**src/rtl/bus_master_if_pkg.sv**
```systemverilog
// Shared definitions for the per-master bus interface: FSM state encoding,
// active-low bus levels, read/write levels and default widths.
package bus_master_if_pkg;

  // Controller states, 2-bit encoding
  typedef enum logic [1:0] {
    ST_IDLE   = 2'b00,
    ST_REQ    = 2'b01,
    ST_ACCESS = 2'b10,
    ST_STALL  = 2'b11
  } state_t;

  // Active-low control levels used on the shared bus
  localparam logic ENABLE_  = 1'b0;
  localparam logic DISABLE_ = 1'b1;

  // Direction levels for cpu_rw / bus_rw
  localparam logic READ  = 1'b1;
  localparam logic WRITE = 1'b0;

  // Default widths and watchdog limit
  localparam int DEF_ADDR_W  = 30;
  localparam int DEF_DATA_W  = 32;
  localparam int DEF_TIMEOUT = 255;

  // Bits needed to count 0 .. timeout-1 access cycles
  function automatic int wd_width(input int timeout);
    return (timeout < 2) ? 1 : $clog2(timeout);
  endfunction

endpackage

```
**src/rtl/bus_master_if_if.sv**
```systemverilog
// Bus-side signal bundle between one master and the shared bus
// (arbiter handshake plus address/data phase). The master modport is
// used by bus_master_if, the slave modport by the bus/arbiter side.
import bus_master_if_pkg::*;

interface bus_master_if_if #(
  parameter int ADDR_W = DEF_ADDR_W,
  parameter int DATA_W = DEF_DATA_W
);

  logic              bus_req_;
  logic              bus_grnt_;
  logic [ADDR_W-1:0] bus_addr;
  logic              bus_as_;
  logic              bus_rw;
  logic [DATA_W-1:0] bus_wr_data;
  logic [DATA_W-1:0] bus_rd_data;
  logic              bus_rdy_;

  modport master (
    output bus_req_,
    output bus_addr,
    output bus_as_,
    output bus_rw,
    output bus_wr_data,
    input  bus_grnt_,
    input  bus_rd_data,
    input  bus_rdy_
  );

  modport slave (
    input  bus_req_,
    input  bus_addr,
    input  bus_as_,
    input  bus_rw,
    input  bus_wr_data,
    output bus_grnt_,
    output bus_rd_data,
    output bus_rdy_
  );

endinterface

```
**src/rtl/bus_master_if_watchdog.sv**
```systemverilog
// Access watchdog: counts cycles spent waiting for the slave and flags
// expiry in the TIMEOUT-th counted cycle so the controller can abort.
import bus_master_if_pkg::*;

module bus_master_if_watchdog #(
  parameter int TIMEOUT = DEF_TIMEOUT
) (
  input  logic clk,
  input  logic reset,
  input  logic clear,
  input  logic enable,
  output logic expired
);

  localparam int            CW   = wd_width(TIMEOUT);
  localparam logic [CW-1:0] LAST = CW'(TIMEOUT - 1);

  logic [CW-1:0] count;

  // Count enabled cycles; any cycle outside an access restarts from zero
  always_ff @(posedge clk) begin
    if (reset || clear) begin
      count <= '0;
    end else if (enable) begin
      count <= count + 1'b1;
    end
  end

  assign expired = enable && (count == LAST);

endmodule

```
**src/rtl/bus_master_if.sv**
```systemverilog
// Per-master bus interface: converts a one-cycle CPU access request into
// an arbitrated bus transaction (request, grant, address strobe, ready),
// returns read data, stalls the pipeline meanwhile and aborts hung
// accesses through the watchdog.
import bus_master_if_pkg::*;

module bus_master_if #(
  parameter int ADDR_W  = DEF_ADDR_W,
  parameter int DATA_W  = DEF_DATA_W,
  parameter int TIMEOUT = DEF_TIMEOUT
) (
  input  logic               clk,
  input  logic               reset,
  input  logic               stall,
  input  logic               flush,
  input  logic               cpu_req,
  input  logic               cpu_rw,
  input  logic [ADDR_W-1:0]  cpu_addr,
  input  logic [DATA_W-1:0]  cpu_wr_data,
  output logic [DATA_W-1:0]  cpu_rd_data,
  output logic               cpu_busy,
  output logic               bus_err,
  bus_master_if_if.master    bus
);

  state_t            state;
  logic [ADDR_W-1:0] lat_addr;
  logic              lat_rw;
  logic [DATA_W-1:0] lat_wr_data;
  logic              wd_clear;
  logic              wd_enable;
  logic              wd_expired;
  logic              rdy_seen;

  assign wd_enable = (state == ST_ACCESS);
  assign wd_clear  = (state != ST_ACCESS);
  assign rdy_seen  = (bus.bus_rdy_ == ENABLE_);

  bus_master_if_watchdog #(
    .TIMEOUT (TIMEOUT)
  ) u_watchdog (
    .clk     (clk),
    .reset   (reset),
    .clear   (wd_clear),
    .enable  (wd_enable),
    .expired (wd_expired)
  );

  // Pipeline wait: a new request stalls immediately, the bus phases always
  // stall, and a held result (STALL) lets the pipeline see the data
  always_comb begin
    cpu_busy = 1'b0;
    case (state)
      ST_IDLE:           cpu_busy = cpu_req && !flush;
      ST_REQ, ST_ACCESS: cpu_busy = 1'b1;
      default:           cpu_busy = 1'b0;
    endcase
  end

  // Transaction FSM with all bus outputs registered; the bus is only
  // driven (as_, addr, wr_data) while this master owns it
  always_ff @(posedge clk) begin
    if (reset) begin
      state           <= ST_IDLE;
      bus.bus_req_    <= DISABLE_;
      bus.bus_as_     <= DISABLE_;
      bus.bus_rw      <= READ;
      bus.bus_addr    <= '0;
      bus.bus_wr_data <= '0;
      cpu_rd_data     <= '0;
      bus_err         <= 1'b0;
      lat_addr        <= '0;
      lat_rw          <= READ;
      lat_wr_data     <= '0;
    end else begin
      bus_err <= 1'b0;
      case (state)
        ST_IDLE: begin
          if (cpu_req && !flush) begin
            lat_addr     <= cpu_addr;
            lat_rw       <= cpu_rw;
            lat_wr_data  <= cpu_wr_data;
            bus.bus_req_ <= ENABLE_;
            state        <= ST_REQ;
          end
        end

        ST_REQ: begin
          if (bus.bus_grnt_ == ENABLE_) begin
            bus.bus_addr    <= lat_addr;
            bus.bus_rw      <= lat_rw;
            bus.bus_wr_data <= lat_wr_data;
            bus.bus_as_     <= ENABLE_;
            state           <= ST_ACCESS;
          end
        end

        ST_ACCESS: begin
          bus.bus_as_ <= DISABLE_;
          if (rdy_seen) begin
            if (bus.bus_rw == READ) begin
              cpu_rd_data <= bus.bus_rd_data;
            end
            bus.bus_req_    <= DISABLE_;
            bus.bus_rw      <= READ;
            bus.bus_addr    <= '0;
            bus.bus_wr_data <= '0;
            state           <= stall ? ST_STALL : ST_IDLE;
          end else if (wd_expired) begin
            bus_err         <= 1'b1;
            cpu_rd_data     <= '0;
            bus.bus_req_    <= DISABLE_;
            bus.bus_rw      <= READ;
            bus.bus_addr    <= '0;
            bus.bus_wr_data <= '0;
            state           <= stall ? ST_STALL : ST_IDLE;
          end
        end

        ST_STALL: begin
          if (!stall) begin
            state <= ST_IDLE;
          end
        end

        default: state <= ST_IDLE;
      endcase
    end
  end

endmodule

```
**src/flat_wrapper.sv**
```systemverilog
// flat-port wrapper written by rule: the top's interface ports become plain ports
module bus_master_if_flat 
#(
  parameter int ADDR_W  = DEF_ADDR_W,
  parameter int DATA_W  = DEF_DATA_W,
  parameter int TIMEOUT = DEF_TIMEOUT
)
  (clk, reset, stall, flush, cpu_req, cpu_rw, cpu_addr, cpu_wr_data, cpu_rd_data, cpu_busy, bus_err, bus_bus_req_, bus_bus_addr, bus_bus_as_, bus_bus_rw, bus_bus_wr_data, bus_bus_grnt_, bus_bus_rd_data, bus_bus_rdy_);
  bus_master_if_if #(.ADDR_W(ADDR_W), .DATA_W(DATA_W)) bus_i ();
  input  logic clk;
  input  logic reset;
  input  logic stall;
  input  logic flush;
  input  logic cpu_req;
  input  logic cpu_rw;
  input  logic [ADDR_W-1:0] cpu_addr;
  input  logic [DATA_W-1:0] cpu_wr_data;
  output logic [DATA_W-1:0] cpu_rd_data;
  output logic cpu_busy;
  output logic bus_err;
  output wire logic [$bits(bus_i.bus_req_)-1:0] bus_bus_req_;
  output wire logic [$bits(bus_i.bus_addr)-1:0] bus_bus_addr;
  output wire logic [$bits(bus_i.bus_as_)-1:0] bus_bus_as_;
  output wire logic [$bits(bus_i.bus_rw)-1:0] bus_bus_rw;
  output wire logic [$bits(bus_i.bus_wr_data)-1:0] bus_bus_wr_data;
  input wire logic [$bits(bus_i.bus_grnt_)-1:0] bus_bus_grnt_;
  input wire logic [$bits(bus_i.bus_rd_data)-1:0] bus_bus_rd_data;
  input wire logic [$bits(bus_i.bus_rdy_)-1:0] bus_bus_rdy_;
  assign bus_bus_req_ = bus_i.bus_req_;
  assign bus_bus_addr = bus_i.bus_addr;
  assign bus_bus_as_ = bus_i.bus_as_;
  assign bus_bus_rw = bus_i.bus_rw;
  assign bus_bus_wr_data = bus_i.bus_wr_data;
  assign bus_i.bus_grnt_ = bus_bus_grnt_;
  assign bus_i.bus_rd_data = bus_bus_rd_data;
  assign bus_i.bus_rdy_ = bus_bus_rdy_;
  bus_master_if #(.ADDR_W(ADDR_W), .DATA_W(DATA_W), .TIMEOUT(TIMEOUT)) u_core (.clk(clk), .reset(reset), .stall(stall), .flush(flush), .cpu_req(cpu_req), .cpu_rw(cpu_rw), .cpu_addr(cpu_addr), .cpu_wr_data(cpu_wr_data), .cpu_rd_data(cpu_rd_data), .cpu_busy(cpu_busy), .bus_err(bus_err), .bus(bus_i));
endmodule
```
**config.mk**
```make
export PLATFORM = sky130hd
export DESIGN_NAME = bus_master_if_flat
export DESIGN_NICKNAME = d
export VERILOG_FILES = /design/src/rtl/bus_master_if_pkg.sv /design/src/rtl/bus_master_if_if.sv /design/src/rtl/bus_master_if_watchdog.sv /design/src/rtl/bus_master_if.sv /design/src/flat_wrapper.sv
export SDC_FILE = /design/constraint.sdc
export NUM_CORES = 1
export LEC_CHECK = 0
export BUFFER_PORTS_ARGS = -buffer_cell sky130_fd_sc_hd__buf_2
export CORE_MARGIN = 10
export CORE_UTILIZATION = 51
export DETAILED_ROUTE_END_ITERATION = 6
export PLACE_DENSITY = 0.85
export SYNTH_ARGS = -nofsm -noshare
export SYNTH_HDL_FRONTEND = slang
export SYNTH_SLANG_ARGS = --single-unit
```
**constraint.sdc**
```tcl
create_clock -name clk -period 2.71 [get_ports clk]
set_clock_uncertainty 0.15 [all_clocks]
set_input_delay 0.271 -clock clk [delete_from_list [all_inputs] [get_ports clk]]
set_output_delay 0.271 -clock clk [all_outputs]
set_load 0.02 [all_outputs]
```
==> results of run 1 <==
[per-layer routing]
layer  routed length, µm  share of wire (%)  up-vias  track usage [%]
li1                    -                  -     3177                -
met1                8340                 38     3143             28.0
met2               10800                 50      397             40.9
met3                2120                9.7       45             7.36
met4                 509                2.3        0             8.16
met5                   0                  0        -                0
[worst max-delay path by stage]
stage | start | to | cells after the start
5_1_grt | u_core.state[0] | cpu_busy | 6
2_1_floorplan | u_core.state[0] | u_core.state[1] | 8
4_1_cts | u_core.state[0] | cpu_busy | 6
3_3_place_gp | u_core.u_watchdog.count[0] | u_core.state[1] | 7
6_report | u_core.state[0] | cpu_busy | 6
3_5_place_dp | u_core.state[0] | u_core.bus.bus_wr_data[6] | 7
[critical path, cell delays in order, from the launching register on]
cell     delay [ns]
dfxtp_1        0.34
inv_1          0.13
ha_1           0.21
and2_2         0.51
nor2_1         0.08
nor2_1         0.11
buf_2          0.17
[cell type report]
cell class / count / area [µm²]
sequential: 171 / 3420
clock inverter: 8 / 96.3
fill: 838 / 3170
multi-input combinational: 537 / 2630
timing repair buffer: 310 / 2100
inverter: 7 / 26.3
clock buffer: 22 / 454
antenna: 2 / 5.00
tap: 168 / 210
[logic make-up (layout without fill, tap and decap cells)]
kind of cell / count (synthesis) / after routing
flops: 171 / 171
buf+inv: 77 / 347
xor+xnor: 6 / 6
simple gates: 258 / 258
fa+ha+maj: 7 / 7
other cells: 0 / 2
compound gates: 266 / 266
[sequential cells by signal, indices dropped and copies added, names as in the netlist]
register,cells
u_core.bus.bus_wr_data,32
u_core.cpu_rd_data,32
u_core.lat_wr_data,32
u_core.bus.bus_addr,30
u_core.lat_addr,30
u_core.u_watchdog.count,8
u_core.state,2
u_core.bus.bus_as_,1
u_core.bus.bus_req_,1
u_core.bus.bus_rw,1
u_core.bus_err,1
u_core.lat_rw,1
[cells in the final DEF (no fill, tap or decap), types with 2 or more instances in the layout]
master,netlist,layout
buf_2,2,199
dfxtp_1,171,171
nand2_1,166,165
a21oi_1,158,158
o21ai_0,97,97
dlygate4sd3_1,0,95
nand3_1,68,68
clkbuf_16,0,17
nor2_1,14,14
buf_4,0,13
ha_1,7,7
inv_1,7,6
xor2_1,5,5
clkinv_2,0,4
clkbuf_1,56,4
buf_12,0,3
diode_2,0,2
nor2b_1,2,2
and3_1,2,2
nor3_1,2,2
bufinv_16,0,2
[power by group]
part | internal (µW) | switching [µW] | leakage, µW
logic | 568 | 1260 | 0.00201
clock network | 1370 | 947 | 0.000270
registers | 2740 | 127 | 0.00139
[per-stage QoR]
stage               util, %  area, µm²  instances  worst slack (ns)
floorplan                 -       6340        785             0.682
global placement       61.4       7440       1098             0.627
detailed placement     61.4       7440       1098             0.563
CTS                    73.8       8940       1223             0.302
global route           73.8       8940       1224             0.174
finish                 73.9       8950       1225             0.329
==> results.txt, run 1 <==
The flow ran to the end, and the final reports show no timing, DRC or antenna violations. After detailed routing, the average wire length per cell comes to 17.8 µm. The start point of the worst hold path is bus_bus_rdy_.

Of the total synthesized cell area, the portion taken by AND, OR, NAND and NOR gates is 17.1%. The net count after synthesis came out at 894. The part of the cycle the worst path needs came out at 87.9%. The global placement routability congestion came out at 0.804. The detail route stage leaves a number of antenna-violating nets equal to 0.

The area added between synthesis and finish came out at 41.2%. The post-CTS setup buffer count is 0. The worst register-to-register path ends at u_core.bus.bus_wr_data[6].

The largest family of logic cells by synthesized area is compound AO/OA/AOI/OAI gates. The synthesized netlist devotes 21.8% of its cell area to compound gates. The total number of vias is 6762.

Ranked by total cell area, the synthesized netlist is headed by dfxtp_1 (54%), a21oi_1 (12%), nand2_1 (9.8%), o21ai_0 (7.7%), nand3_1 (5.4%). The worst-case vdd ir drop came out at 0.000486 V. The largest total area in the synthesized netlist belongs to dfxtp_1. Synthesis inferred 171 register bits. STA classifies the critical path endpoint as an output pin. The post-detailed-route via-to-cell ratio came out at 5.52.

The floorplan step set the die width to 131 µm. The warning count from the yosys run came out at 0. The type of origin of the critical path is a flip-flop. The analysis attributes to cell leakage a power of 0.00366 µW.

Hold repair after CTS inserted 95 buffers. The arrival time of the worst setup path came out at 1.96 ns. TritonCTS built the clock tree. The relative max-transition margin is 58.0%. The number of unique standard cell types used by synthesis is 32. The max-slew violation count is 0. Measured against the total synthesized area, the mux share comes to 0%. The total number of H-tree levels is 4.

The adder-cell share of the synthesized area is 1.38%. A synthesized cell averages 8.07 µm². Post-CTS repair changed the size of 0 cells. The worst-margin pin slew came out at 0.631 ns.

By count the netlist is led by dfxtp_1 (171), nand2_1 (166), a21oi_1 (158). Global routing used 24.0% of the available tracks. After floorplanning, the core was divided into 40 placement rows. The number of buffer cells added on primary ports came out at 200. The final net count came out at 1153. Entering global routing, the biggest net connects 96 pins.

The critical path data required time came out at 2.29 ns. The setup violation total in the final timing report is 0. The cell count after synthesis is 785. The number of clock sinks seen by CTS is 171. The TritonCTS buffer count is 17. Setup repair after global routing left no endpoint under its margin. The max-capacitance violation count came out at 0. The fraction of final layout cells with drive strength greater than 1 came out at 23.6%.

The share of Yosys cell area claimed by the top area cell type is 54.0%. The global route total overflow came out at 0. In the post-synthesis netlist, the cell with the most instances is dfxtp_1.

The via count of the first global-routing pass came out at 6641. The sum of negative setup slack is 0 ns. The total die area came out at 0.0173 mm². The clock insertion delay at the later pin of the skew report is 0.42 ns. The die is 131 µm tall. The wire length of the first global-routing pass came out at 34700 µm. After the first detailed-routing iteration, the DRC count stood at 766.

The number of flops mapped to enable cells by yosys came out at 0. Based on the critical path, the design can be clocked at up to 420 MHz. The post-detailed-routing wire length is 21800 µm.

In this run the critical register-to-register path is launched from u_core.state[0]. The first-pass iteration count of the detailed router came out at 6. The length in cells of the worst reg-to-reg path came out at 7. The worst hold path terminates at u_core.bus_err. Counting instances, the worst hold path has a depth of 3. The power per cell area came out at 783 mW/mm². After synthesis the cells add up to 0.00634 mm². The prevailing post-synth register cell is dfxtp_1.

The standard cell core area came out at 0.0121 mm². The total DRC errors in the routed layout is 0. After clock tree synthesis, the clock-pin slew on the worst setup and hold paths is 0.06 ns. The number of hold-slack violations in the final timing report came out at 0. After layout, the design draws a total of 7010 µW. The detailed-placement wirelength estimate came out at 12100 µm. For this configuration, the core starts out at a cell density of 52.3%. In this run the deepest clock path goes through 2 buffers. In this run the worst path has a maximum fanout of 23. The worst-case register-to-register setup slack came out at 0.46 ns. The path type of the worst setup path is flip-flop to output pin.

The fraction of the yosys area taken by sequential cells is 54.0%. The worst hold slack came out at 0.0710 ns. The post-synthesis share of cell area spent on xor and xnor gates is 0.829%. In the synthesized netlist the async set-or-reset flop fraction comes to 0%. The root buffer cell is clkbuf_16. The initial antenna violation count came to 1. The min-delay analysis places its worst path in the category input pin to flip-flop. 201 I/O pins were placed.

The final critical path time including I/O delays and setup came out at 2.38 ns.
Power figures use the tool's default switching activity.
==> inputs of run 2 (changes only) <==
--- a/config.mk
+++ b/config.mk
@@ -6,10 +6,12 @@
 export NUM_CORES = 1
 export LEC_CHECK = 0
 export BUFFER_PORTS_ARGS = -buffer_cell sky130_fd_sc_hd__buf_2
+export CELL_PAD_IN_SITES_DETAIL_PLACEMENT = 0
+export CELL_PAD_IN_SITES_GLOBAL_PLACEMENT = 1
 export CORE_MARGIN = 10
-export CORE_UTILIZATION = 51
+export CORE_UTILIZATION = 36
 export DETAILED_ROUTE_END_ITERATION = 6
-export PLACE_DENSITY = 0.85
+export PLACE_DENSITY = 0.84
 export SYNTH_ARGS = -nofsm -noshare
 export SYNTH_HDL_FRONTEND = slang
 export SYNTH_SLANG_ARGS = --single-unit
==> constraint.sdc (replaced) <==
create_clock -name clk -period 2.2 [get_ports clk]
set_clock_uncertainty 0.15 [all_clocks]
set_input_delay 0.22 -clock clk [delete_from_list [all_inputs] [get_ports clk]]
set_output_delay 0.22 -clock clk [all_outputs]
set_load 0.02 [all_outputs]
==> results.txt, run 2 (synthesis results as in run 1) <==
In the layout the commonest cells are buf_2 (199), dfxtp_1 (170), nand2_1 (165), a21oi_1 (158), o21ai_0 (97). The destination of the worst hold path is u_core.bus_err. The post-detailed-route via-to-cell ratio is 4.93 (-11%). The most prevalent standard cell on the critical path is nor2_1. The worst-margin pin slew came out at 0.511 ns (-0.120 ns). In this run the critical register-to-register path is captured at u_core.bus.bus_addr[4]. The largest individual stage delay along the critical path comes from the cell dfxtp_2. The total die area is 0.0233 mm² (+35%). The I/O pin count is 201 (unchanged). The number of rows created at floorplan came out at 48 (+20%).

The path type of the worst setup path is flip-flop to output pin. The power per cell area is 977 mW/mm² (+25%). The post-CTS setup buffer count came to 0 (unchanged). The buffer depth of the longest clock path is 2 (unchanged). The effective utilization at floorplan came out at 36.6% (-16 points).

The maximum number of pins on one net before global-route repair came out at 96 (unchanged). Compared with the post-synthesis result, the final layout area differs by 44.6%. Timing would allow up to 488 MHz. The initial DRC count is 428 (-44%).

The clock-pin slew on the worst setup and hold paths came to 0.06 ns (about the same). The arrival time of the worst setup path is 1.68 ns (-0.28 ns). The clock network fraction of total power is 33.9% (+0.9 points). The sum of negative setup slack was 0 ns (unchanged). The path class of the tightest hold or removal check is input pin to flip-flop. Setup repair after global routing left no endpoint under its margin. The worst setup slack after placement came out at 0.153 ns (-0.411 ns). The number of clock sinks seen by CTS was 171 (unchanged). The fraction of final layout cells with drive strength greater than 1 came out at 24.6% (+1.0 points). The number of buffer cells added on primary ports is 200 (unchanged). The total number of H-tree levels was 4 (unchanged). The antenna diode instance count is 0 (-2). The clock insertion delay at the later pin of the skew report was 0.42 ns (about the same). The die boundary width came to 153 µm (+16%). The number of stages on the worst hold path was 3 (unchanged). The setup violation total in the final timing report was 0 (unchanged). TritonCTS built the clock tree.

The max-slew violation count was 0 (unchanged). The start point of the worst hold path is bus_bus_rdy_. The worst hold slack came to 0.0312 ns (-0.0398 ns).

The total DRC errors in the routed layout was 0 (unchanged). The number of hold-slack violations in the final timing report came out at 0 (unchanged). The via count of the first global-routing pass came out at 6338 (-4.6%). The library cell used most frequently in the layout, excluding fill and tap cells, is buf_2.

The sequential share of power came out at 39.3% (-1.6 points). The post-detailed-routing wire length was 20400 µm (-6.1%). The worst-case register-to-register setup slack came to 0.16 ns (-0.30 ns).

The tree is rooted in a clkbuf_16. The switching power total is 2990 µW (+28%). STA classifies the critical path startpoint as a flip-flop. The delay of the slowest critical-path stage came out at 0.36 ns (-0.15 ns). The switching fraction of total power came out at 33.4% (about the same). The count of placed standard cells in the final layout, fillers left out is 1288 (+5.1%). The global placement routability congestion is 0.780 (-2.9%).

The design internal power came out at 5960 µW (+28%). The mean routed wirelength per cell came to 15.9 µm (-11%). The critical path data required time is 1.83 ns (-0.46 ns). The TritonCTS buffer count is 17 (unchanged). The part of the cycle the worst path needs came out at 93.2%. The signal on the critical path passes through inv_1, buf_4, ha_1, and2_2, nor2_1, nor2_1, buf_2. The worst setup path is captured at an output pin. The source of the worst register-to-register timing path is u_core.state[1]. The die extent in y was 153 µm (+16%). The standard cell core area came out at 0.0173 mm² (+43%). The fraction of power consumed by combinational cells is 26.8% (+0.7 points). The final net count came out at 1159 (+0.52%).

The wire length of the first global-routing pass is 33200 µm (-4.3%). The overall routing resource usage was 16.9% (-7.1 points). The static leakage came out at 0.00373 µW (+1.9%).

The first-pass iteration count of the detailed router is 6 (unchanged). The initial antenna violation count is 0 (-1). The worst-path maximum fanout is 4 (-83%). The global route total overflow is 0 (unchanged).

The detailed-placement wirelength estimate came out at 12700 µm (+5.0%). The worst-case vdd ir drop is 0.000797 V (+64%). The flow ran to the end, and the final reports show no timing, DRC or antenna violations.

The worst path setup slack after routing came out at 0.149 ns (-0.180 ns). The max-capacitance violation count came out at 0 (unchanged). The length in cells of the worst reg-to-reg path came out at 8 (+1). The final critical path time including I/O delays and setup came out at 2.05 ns.

The largest registers in the layout are u_core.bus.bus_wr_data x32, u_core.cpu_rd_data x32, u_core.lat_wr_data x32. The relative max-transition margin was 65.9% (+8.0 points). The total placed cells including tap cells is 1161 (+5.7%). The total number of vias came out at 6350 (-6.1%). The remaining number of nets flagged by the antenna check after routing came out at 0 (unchanged).
## run 2: power by group through the flow
stage	registers (µW)	logic [µW]	clock network, µW
2_1_floorplan	3710	1200	0
3_3_place_gp	3570	2260	0
3_5_place_dp	3580	2270	0
4_1_cts	3510	2420	3110
5_1_grt	3550	2640	3240
6_report	3510	2400	3040
## run 2: timing repair
item	in CTS	in global routing
hold buffers	95	0
endpoints found under the hold margin	95	0
resized for setup	0	1
endpoints found under the setup margin	0	1
## run 2: how the worst max path moves through the flow
| stage | startpoint | end |
|---|---|---|
| after global placement | u_core.state[0] | u_core.state[1] |
| after detailed placement | u_core.state[0] | u_core.state[1] |
| after floorplan | u_core.state[0] | u_core.state[1] |
| after CTS | u_core.state[0] | cpu_busy |
| after global routing | u_core.state[1] | cpu_busy |
| final | u_core.state[0] | cpu_busy |
## run 2: layer usage
layer	part of all wire, %	global-route usage [%]	routed length, µm
met5	0	0	0
met1	45	20.2	9120
met3	6.6	5.73	1350
met2	48	28.0	9720
met4	1.1	5.00	226
## run 2: layout make-up
| class | instances | area [µm²] |
|---|---|---|
| Timing Repair Buffer | 316 | 2200 |
| Clock buffer | 20 | 467 |
| Multi-Input combinational cell | 537 | 2630 |
| Inverter | 7 | 26.3 |
| Tap cell | 225 | 282 |
| Sequential cell | 171 | 3420 |
| Clock inverter | 12 | 138 |
| Fill cell | 1652 | 8130 |
## run 2: through the flow
stage                     power (µW)  utilization (%)  cell area [µm²]
after floorplan                 4910                -             6340
after global placement          5830             44.0             7610
after detailed placement        5850             44.0             7610
after CTS                       9040             53.0             9160
after global routing            9420             53.0             9160
final                           8950             53.0             9160
## run 2: worst max-delay path: cells and delay by family (launching register included)
family	cells	cell delay, ns
fa+ha+maj	1	0.22
buf+inv	3	0.35
flops	1	0.36
simple gates	3	0.32
==> inputs of run 3 (changes only) <==
--- a/config.mk
+++ b/config.mk
@@ -5,6 +5,7 @@
 export SDC_FILE = /design/constraint.sdc
 export NUM_CORES = 1
 export LEC_CHECK = 0
+export ABC_AREA = 1
 export BUFFER_PORTS_ARGS = -buffer_cell sky130_fd_sc_hd__buf_2
 export CELL_PAD_IN_SITES_DETAIL_PLACEMENT = 0
 export CELL_PAD_IN_SITES_GLOBAL_PLACEMENT = 1
==> results.txt, run 3 <==
The area added between synthesis and finish came out at 41.2%. The static leakage was 0.00437 µW (+17%). The overall routing resource usage came to 16.0% (-0.85 points). The post-detailed-route via-to-cell ratio came out at 4.65 (-5.6%). The global route total overflow is 0 (unchanged). The prevailing post-synth register cell is dfxtp_1. The number of flops mapped to enable cells by yosys came to 0 (unchanged).

The number of clock sinks seen by CTS came to 171 (unchanged). The final critical path time including I/O delays and setup was 2.02 ns (-0.0281 ns). The number of hold-slack violations in the final timing report was 0 (unchanged). In the post-synthesis netlist, the cell with the most instances is nor2_1.

The clock insertion delay at the later pin of the skew report was 0.43 ns (about the same). The worst min-delay path category is input pin to flip-flop. The worst path setup slack after routing was 0.177 ns (+0.0281 ns). The placed cell area came to 0.00796 mm² (+4.7%). The summed area of non-filler cells in the final layout came out at 0.00958 mm² (+4.6%).

The root buffer cell chosen for the clock tree is clkbuf_16. TritonCTS built the clock tree. The final net count was 1297 (+12%).

The nature of the critical path endpoint is an output pin. The wire length of the first global-routing pass is 32100 µm (-3.2%). The total DRC errors in the routed layout came out at 0 (unchanged). The achievable clock frequency was 494 MHz (+1.4%). The worst-margin pin slew is 0.589 ns (+0.0784 ns). The post-synthesis sequential element count was 171 (unchanged). The clock-pin slew on the worst setup and hold paths came out at 0.06 ns (about the same). The sum of negative setup slack came out at 0 ns (unchanged).

The fraction of final layout cells with drive strength greater than 1 is 21.2% (-3.4 points). The mean routed wirelength per cell is 14.2 µm (-11%). The detailed-placement wirelength estimate came out at 12900 µm (+1.3%). The critical path data required time came out at 1.83 ns (about the same). The worst setup slack after placement came out at 0.184 ns (+0.0317 ns). The total die area was 0.0247 mm² (+6.1%). The cell count after synthesis is 923 (+18%).

The die extent in y is 157 µm (+3.0%). The power per cell area came to 1240 mW/mm² (+27%). The first-pass iteration count of the detailed router is 5 (-1). The worst setup path is of the flip-flop to output pin kind.

The fraction of the yosys area taken by sequential cells is 50.5% (-3.6 points). The I/O pin count is 201 (unchanged). The worst-case vdd ir drop is 0.000609 V (-24%).

The number of rows created at floorplan came out at 50 (+4.2%). The type of origin of the critical path is a flip-flop. The flow ran to the end, and the final reports show no timing, DRC or antenna violations. The maximum number of pins on one net before global-route repair came to 58 (-40%). The number of stages on the worst hold path is 3 (unchanged). The total number of H-tree levels came out at 4 (unchanged). The area taken by multi-input logic gates is 0.00276 mm² (+4.9%).

The global placement routability congestion is 0.800 (+2.5%). The top cell type by total area after synthesis is dfxtp_1. The warning count from the yosys run is 0 (unchanged). The sequential cell area in the final layout came to 0.00342 mm² (about the same). The buffer depth of the longest clock path was 2 (unchanged).

The worst-path maximum fanout is 6 (+2). The arrival time of the worst setup path is 1.65 ns (-0.03 ns). The setup violation total in the final timing report is 0 (unchanged). The worst register-to-register path begins at u_core.state[0]. The area of the mapped netlist came out at 0.00678 mm² (+7.0%). The post-detailed-routing wire length is 20400 µm (-0.28%). Sorting the synthesized cells by area gives the leading types as dfxtp_1 (50%), nor2_1 (13%), o21ai_0 (9.6%), a21oi_1 (7.4%), nand2_1 (4.8%). The remaining number of nets flagged by the antenna check after routing is 0 (unchanged). The initial antenna violation count came out at 0 (unchanged). The total placed cells including tap cells is 1305 (+12%). The effective utilization at floorplan is 36.4% (-0.25 points). Setup repair after global routing left no endpoint under its margin. The die boundary width came out at 157 µm (+3.0%). The beginning of the critical path is u_core.state[0]. Leaving out fill and tap cells, the most frequent cell in the layout is nor2_1. The total number of vias was 6683 (+5.2%). The count of placed standard cells in the final layout, fillers left out came out at 1436 (+11%). The max-capacitance violation count came out at 0 (unchanged). The share of Yosys cell area claimed by the top area cell type is 50.5% (-3.6 points). The share of flip-flops with an asynchronous set or reset came out at 0% (unchanged). The number of unique standard cell types used by synthesis is 22 (-31%). The synthesized area per cell came out at 7.35 µm² (-9.0%).

The TritonCTS buffer count is 17 (unchanged). The relative max-transition margin is 60.7% (-5.2 points). The net count after synthesis is 1032 (+15%). The number of buffer cells added on primary ports came out at 200 (unchanged). In the final layout, the registers with the most flip-flops are u_core.bus.bus_wr_data x32, u_core.cpu_rd_data x32, u_core.lat_wr_data x32.

The standard cell core area came out at 0.0186 mm² (+7.8%). The part of the cycle the worst path needs came out at 92.0% (-1.3 points). The count of fill cells added during filler insertion was 1814 (+9.8%).

The share of the core filled with cells in the final layout is 51.4% (-1.6 points). The max-slew violation count came out at 0 (unchanged). The initial DRC count is 320 (-25%). The via count of the first global-routing pass came out at 6326 (-0.19%).

The top cell types in the final layout, fill and taps aside, are nor2_1 (231), buf_2 (200), dfxtp_1 (171), o21ai_0 (130), a21oi_1 (100). The length in cells of the worst reg-to-reg path came out at 10 (+2). By count the netlist is led by nor2_1 (232), dfxtp_1 (171), o21ai_0 (130).

In this run the most critical hold path is launched from cpu_req.
## run 3: cell types whose count changed after synthesis, sizes merged, moves of 4 or more
cell,change
nor2,+219
nand2,-77
inv,+70
a21oi,-58
o21ai,+32
nand3,-25
clkbuf,-18
buf,+14
xor2,-4
## run 3: per-layer routing
layer / vias to the layer above / share of wire, % / GRT usage (%)
met5: - / 0 / 0
met1: 3022 / 44 / 19.3
met2: 163 / 48 / 26.2
met4: 0 / 1.5 / 5.25
li1: 3477 / - / -
met3: 21 / 6.7 / 5.62
## run 3: logic make-up (layout without fill, tap and decap cells)
logic type	Yosys count	after routing	share of synthesized area [%]
xor+xnor	2	2	0.258
simple gates	367	367	21.5
fa+ha+maj	7	7	1.29
other cells	0	1	0
flops	171	171	50.5
buf+inv	144	422	9.32
compound gates	232	232	17.2
## run 3: through the flow
| stage | hold WS [ns] | power (µW) |
|---|---|---|
| 2_1_floorplan | 0.139 | 7210 |
| 3_3_place_gp | 0.280 | 8540 |
| 3_5_place_dp | 0.292 | 8590 |
| 4_1_cts | 0.00748 | 12000 |
| 5_1_grt | 0.00366 | 12600 |
| 6_report | 0.00916 | 11800 |
## run 3: worst max-delay path, cell delays in order, from the launching register on
cell     delay, ns
dfxtp_1       0.36
inv_1         0.14
ha_1          0.28
nand3_4       0.10
a21oi_1       0.12
buf_2         0.22
## run 3: where the power goes
part | switching, µW | internal, µW
Clock | 1370 | 1840
Combinational | 2830 | 1490
Sequential | 401 | 3910
## run 3: timing repair
| item | 4_1_cts | 5_1_grt |
|---|---|---|
| hold endpoints to repair | 98 | 0 |
| hold buffers | 97 | 0 |
| pin swaps | 1 | 0 |
| setup buffers | 1 | 0 |
| setup endpoints to repair | 1 | 16 |
| gates resized for setup | 0 | 3 |
## run 3: area by class of cell
class                           instances  area share [%]
Clock buffer                           18            4.48
Tap cell                              234            3.06
Antenna cell                            1          0.0261
Multi-Input combinational cell        608            28.8
Sequential cell                       171            35.7
Inverter                               78            3.13
Timing Repair Buffer                  312            22.8
Clock inverter                         14            2.06
## run 3: path summary, 6_finish.rpt
path	end	slack, ns
worst max register to register	u_core.cpu_rd_data[4]	0.20
worst min-delay path	u_core.lat_rw	0.009
worst min register to register	u_core.u_watchdog.count[7]	0.30
worst max-delay path	cpu_busy	0.18
